<file path="config.mk">
export PLATFORM = sky130hd
export DESIGN_NAME = muldiv_unit_flat
export DESIGN_NICKNAME = d
export VERILOG_FILES = /design/src/rtl/muldiv_unit_if.sv /design/src/rtl/muldiv_unit.sv /design/src/flat_wrapper.sv
export SDC_FILE = /design/constraint.sdc
export NUM_CORES = 1
export LEC_CHECK = 0
export ABC_AREA = 1
export CAP_MARGIN = 20
export CORE_ASPECT_RATIO = 0.8
export CORE_UTILIZATION = 60
export DETAILED_ROUTE_END_ITERATION = 16
export PLACE_DENSITY = 0.79
export SETUP_SLACK_MARGIN = 0.1
export SYNTH_ARGS = -nofsm -noshare
export SYNTH_HDL_FRONTEND = slang
export SYNTH_SLANG_ARGS = --single-unit
</file>
<file path="constraint.sdc">
create_clock -name clk -period 10.3 [get_ports clk]
set_clock_uncertainty 0.15 [all_clocks]
set_input_delay 2.575 -clock clk [delete_from_list [all_inputs] [get_ports clk]]
set_output_delay 2.575 -clock clk [all_outputs]
set_load 0.05 [all_outputs]
</file>
<file path="src/rtl/muldiv_unit_if.sv">
// muldiv_unit_if: issue and register-file writeback signals for the multiply/divide unit
interface muldiv_unit_if #(parameter int XLEN = 32);
  logic            start;
  logic [1:0]      op;
  logic [XLEN-1:0] rs1_data;
  logic [XLEN-1:0] rs2_data;
  logic [4:0]      rd_addr;
  logic            busy;
  logic            done;
  logic            write_reg;
  logic [4:0]      write_reg_addr;
  logic [XLEN-1:0] write_reg_data;
  modport master (
    output start, op, rs1_data, rs2_data, rd_addr,
    input  busy, done, write_reg, write_reg_addr, write_reg_data
  );
  modport slave (
    input  start, op, rs1_data, rs2_data, rd_addr,
    output busy, done, write_reg, write_reg_addr, write_reg_data
  );
endinterface

</file>
<file path="src/rtl/muldiv_unit.sv">
// muldiv_unit: iterative unsigned MUL/MULHU/DIVU/REMU, one operand bit per cycle, fixed latency
module muldiv_unit #(
  parameter int XLEN = 32
) (
  input logic           clk,
  input logic           reset,
  muldiv_unit_if.slave  bus
);
  localparam int CW = $clog2(XLEN + 1);
  typedef enum logic [1:0] {IDLE, BUSY, DONE} state_t;
  state_t            state;
  logic [CW-1:0]     cnt;
  logic [1:0]        op_q;
  logic [4:0]        rd_q;
  logic [XLEN-1:0]   a;
  logic [XLEN-1:0]   b;
  logic [2*XLEN-1:0] prod;
  logic [XLEN-1:0]   quo;
  logic [XLEN-1:0]   rem;
  logic [XLEN:0]     sum;
  logic [XLEN:0]     trial;
  logic [XLEN:0]     diff;
  logic              ge;
  logic [XLEN-1:0]   result;
  // Both datapaths step every BUSY cycle; op only picks which result is written back.
  always_comb begin
    sum    = {1'b0, prod[2*XLEN-1:XLEN]} + (prod[0] ? {1'b0, a} : '0);
    trial  = {rem, quo[XLEN-1]};
    diff   = trial - {1'b0, b};
    ge     = trial >= {1'b0, b};
    result = op_q == 2'b00 ? prod[XLEN-1:0] :
             op_q == 2'b01 ? prod[2*XLEN-1:XLEN] :
             op_q == 2'b10 ? quo : rem;
  end
  always_ff @(posedge clk) begin
    if (reset) begin
      state              <= IDLE;
      cnt                <= '0;
      bus.busy           <= 1'b0;
      bus.done           <= 1'b0;
      bus.write_reg      <= 1'b0;
      bus.write_reg_addr <= '0;
      bus.write_reg_data <= '0;
    end else begin
      bus.done      <= 1'b0;
      bus.write_reg <= 1'b0;
      case (state)
        IDLE: if (bus.start) begin
          state    <= BUSY;
          bus.busy <= 1'b1;
          cnt      <= CW'(XLEN);
          op_q     <= bus.op;
          rd_q     <= bus.rd_addr;
          a        <= bus.rs1_data;
          b        <= bus.rs2_data;
          prod     <= {{XLEN{1'b0}}, bus.rs2_data};
          quo      <= bus.rs1_data;
          rem      <= '0;
        end
        BUSY: begin
          prod  <= {sum, prod[XLEN-1:1]};
          quo   <= {quo[XLEN-2:0], ge};
          rem   <= ge ? diff[XLEN-1:0] : trial[XLEN-1:0];
          cnt   <= cnt - CW'(1);
          state <= cnt == CW'(1) ? DONE : BUSY;
        end
        DONE: begin
          state              <= IDLE;
          bus.busy           <= 1'b0;
          bus.done           <= 1'b1;
          bus.write_reg      <= rd_q != 5'd0;
          bus.write_reg_addr <= rd_q;
          bus.write_reg_data <= result;
        end
        default: state <= IDLE;
      endcase
    end
  end
endmodule

</file>
<file path="src/flat_wrapper.sv">
// flat-port wrapper written by rule: the top's interface ports become plain ports
module muldiv_unit_flat 
#(
  parameter int XLEN = 32
)
  (clk, reset, bus_start, bus_op, bus_rs1_data, bus_rs2_data, bus_rd_addr, bus_busy, bus_done, bus_write_reg, bus_write_reg_addr, bus_write_reg_data);
  muldiv_unit_if #(.XLEN(XLEN)) bus_i ();
  input logic clk;
  input logic reset;
  input wire logic [$bits(bus_i.start)-1:0] bus_start;
  input wire logic [$bits(bus_i.op)-1:0] bus_op;
  input wire logic [$bits(bus_i.rs1_data)-1:0] bus_rs1_data;
  input wire logic [$bits(bus_i.rs2_data)-1:0] bus_rs2_data;
  input wire logic [$bits(bus_i.rd_addr)-1:0] bus_rd_addr;
  output wire logic [$bits(bus_i.busy)-1:0] bus_busy;
  output wire logic [$bits(bus_i.done)-1:0] bus_done;
  output wire logic [$bits(bus_i.write_reg)-1:0] bus_write_reg;
  output wire logic [$bits(bus_i.write_reg_addr)-1:0] bus_write_reg_addr;
  output wire logic [$bits(bus_i.write_reg_data)-1:0] bus_write_reg_data;
  assign bus_i.start = bus_start;
  assign bus_i.op = bus_op;
  assign bus_i.rs1_data = bus_rs1_data;
  assign bus_i.rs2_data = bus_rs2_data;
  assign bus_i.rd_addr = bus_rd_addr;
  assign bus_busy = bus_i.busy;
  assign bus_done = bus_i.done;
  assign bus_write_reg = bus_i.write_reg;
  assign bus_write_reg_addr = bus_i.write_reg_addr;
  assign bus_write_reg_data = bus_i.write_reg_data;
  muldiv_unit #(.XLEN(XLEN)) u_core (.clk(clk), .reset(reset), .bus(bus_i));
endmodule
</file>
==> results.yml <==
outcome:
  status: "complete, no violations"
setup_path:
  setup.worst_path.end_class: "flip-flop"
  crit_type: "input port to flip-flop"
  crit_arrival_ns: 5.06
  critical_path.max_fanout: 65
  critPathRequiredTime_ns: 10.29
  start_kind: "input port"
floorplan:
  die_y_um: 142.4
  io_pins: 114
  die_x_um: 177.6
  die_area_um2: 25290
  num_rows: 51
  core_um2: 24250
  initial_utilization_pct: 61.01
clock_network:
  cts_resized: 0
  cts_setup_buffers: 0
  clk_latency_ns: 0.53
  clk_pin_slew_worst_paths_ns: 0.07
  clock_sinks: 247
  cts.hold.buffers_added: 0
  htree_levels: 1
  cts_buffers: 26
  cts-root-buf: "clkbuf_16"
  cts_tree: "built"
  clock_path_buffers: 3
timing:
  finalWorstSetupSlack_ns: 5.228
  rsz0062_at_grt: "false"
  fmax_mhz: 197.1
  finalHoldViolations: 0
  tightest_slew_ns: 0.9679
  min_period_ns: 5.072
  period_share_pct: 49.25
  setup_viol: 0
  finalMaxSlewViolations: 0
  slew_headroom_pct: 35.48
  timing.setup.tns_ns: 0
route:
  drc: 0
  wl_um: 47570
  detail_route.wl_per_cell_um: 20.19
  viasPerCell: 5.949
  ant_nets: 0
  detail_route.first_pass.iterations: 6
  num_vias: 14020
  drt-initial-drc-count: 1935
layout:
  drive_above_1_share_pct: 4.566
  stdcell_count: 2356
  final_common_cell: "nand2_1"
  synthToLayoutAreaGrowth_pct: 16.18
  final_cell_mix: "nand2_1, inv_1, edfxtp_1"
  regMostFlops: "u_core.prod"
  final_nets: 2159
  largest_register_ffs: 64
logic_synthesis:
  avgSynthCellArea_um2: 7.701
  synth-main-ff-cell: "edfxtp_1"
  synth.distinct_cells: 38
  synth-seq-area-share_pct: 46.89
  synthTopCellsByArea: "edfxtp_1, nand2_1, dfxtp_1"
  syn_area_um2: 14790
  synth_seq_cells: 247
  syn_nets: 2063
  synth_area_leader_cell: "edfxtp_1"
  yosysWarningCount: 0
  synth_edf_count: 199
  ys_async_sr_fraction_pct: 0
  syn_inst: 1921
  synth_top_area_share_pct: 40.39
global_route:
  antenna_found_initial: 0
  grt_pass1_vias: 12540
  grt_max_degree: 75
  grt_overflow_total: 0
  grt_pass1_wl_um: 70610
  grt_usage_pct: 36.88
power_and_ir_drop:
  comb_power_share_pct: 19.5
  switching_share_pct: 29.57
  intPower_mw: 1.920
  p_per_area_nw_per_um2: 158.6
  vdd_drop_max_v: 0.0001456
  seqPwrFrac_pct: 44.3
  switchingPower_mw: 0.8063
  p_leak_nw: 8.009
  p_clk_share_pct: 36.2
placed_design:
  place.port_buffers: 113
  dp_hpwl_um: 34390
  gp_congestion: 0.9931
  dp_worst_setup_slack_ns: 4.778
  placed_cells: 2301
job:
  max_cap_viol_count: 0
hold_path:
  hold_path_class: "flip-flop to flip-flop"
## worst max-delay path, stage by stage
cell and delay [ns]:
clkdlybuf4s50_1 0.67, nor2_4 0.19, buf_4 0.67, buf_4 0.84
## final cells by class
cell class	instances	area [µm²]
Antenna cell	1	2.502
Clock buffer	38	767.0
Clock inverter	10	128.9
Fill cell	1927	7061
Inverter	240	900.9
Multi-Input combinational cell	1373	6730
Sequential cell	247	6937
Tap cell	318	397.9
Timing Repair Buffer	129	1324
## power by group through the flow
stage	Sequential (mW)	Clock (mW)	Combinational, mW
2_1_floorplan	1.22	0	0.341
3_3_place_gp	1.22	0	0.495
3_5_place_dp	1.22	0	0.507
4_1_cts	1.20	0.985	0.514
5_1_grt	1.21	1.02	0.584
6_report	1.21	0.988	0.532
## cells by family after synthesis
| family | share of synthesized area (%) |
|---|---|
| AO/OA/AOI/OAI | 10.87 |
| XOR/XNOR | 0.8881 |
| adder cells (fa/ha/maj) | 5.853 |
| buffers and inverters | 7.806 |
| flip-flops | 46.89 |
| AND/OR/NAND/NOR | 27.70 |
## worst paths after layout
check                 start               to  slack, ns  cells past startpoint
max reg2reg  u_core.prod[0]  u_core.prod[61]       6.61                     14
max                   reset  u_core.prod[43]       5.23                      4
min reg2reg   u_core.cnt[5]    u_core.cnt[5]       0.33                      1
min           u_core.cnt[5]    u_core.cnt[5]       0.33                      1
## Yosys cell counts (all sizes together) (9+ instances only)
| cell type | number |
|---|---|
| nand2 | 695 |
| inv | 239 |
| nand3 | 123 |
| xor2 | 15 |
| o21ai | 77 |
| clkbuf | 51 |
| ha | 66 |
| o211ai | 33 |
| nand4 | 9 |
| nor2 | 142 |
| a21oi | 152 |
| nor3 | 16 |
| buf | 10 |
| edfxtp | 199 |
| dfxtp | 48 |
## metal layers
metal	wire length, µm	GRT usage (%)
met5	0	0
met3	4943	5.128
met1	20690	55.74
met4	1331	9.717
met2	20610	55.32
## metrics by stage
| stage | hold slack (ns) | utilization [%] | area, µm² | total power [mW] |
|---|---|---|---|---|
| 6_report | 0.3337 | 70.88 | 17190 | 2.727 |
| 5_1_grt | 0.3600 | 70.87 | 17190 | 2.817 |
| 4_1_cts | 0.3286 | 70.39 | 17070 | 2.704 |
| 3_5_place_dp | 0.3183 | 66.69 | 16170 | 1.732 |
| 3_3_place_gp | 0.2929 | 66.69 | 16170 | 1.718 |
| 2_1_floorplan | 0.2786 | - | 14790 | 1.557 |
Note: power is estimated with default switching activity, not from simulation.
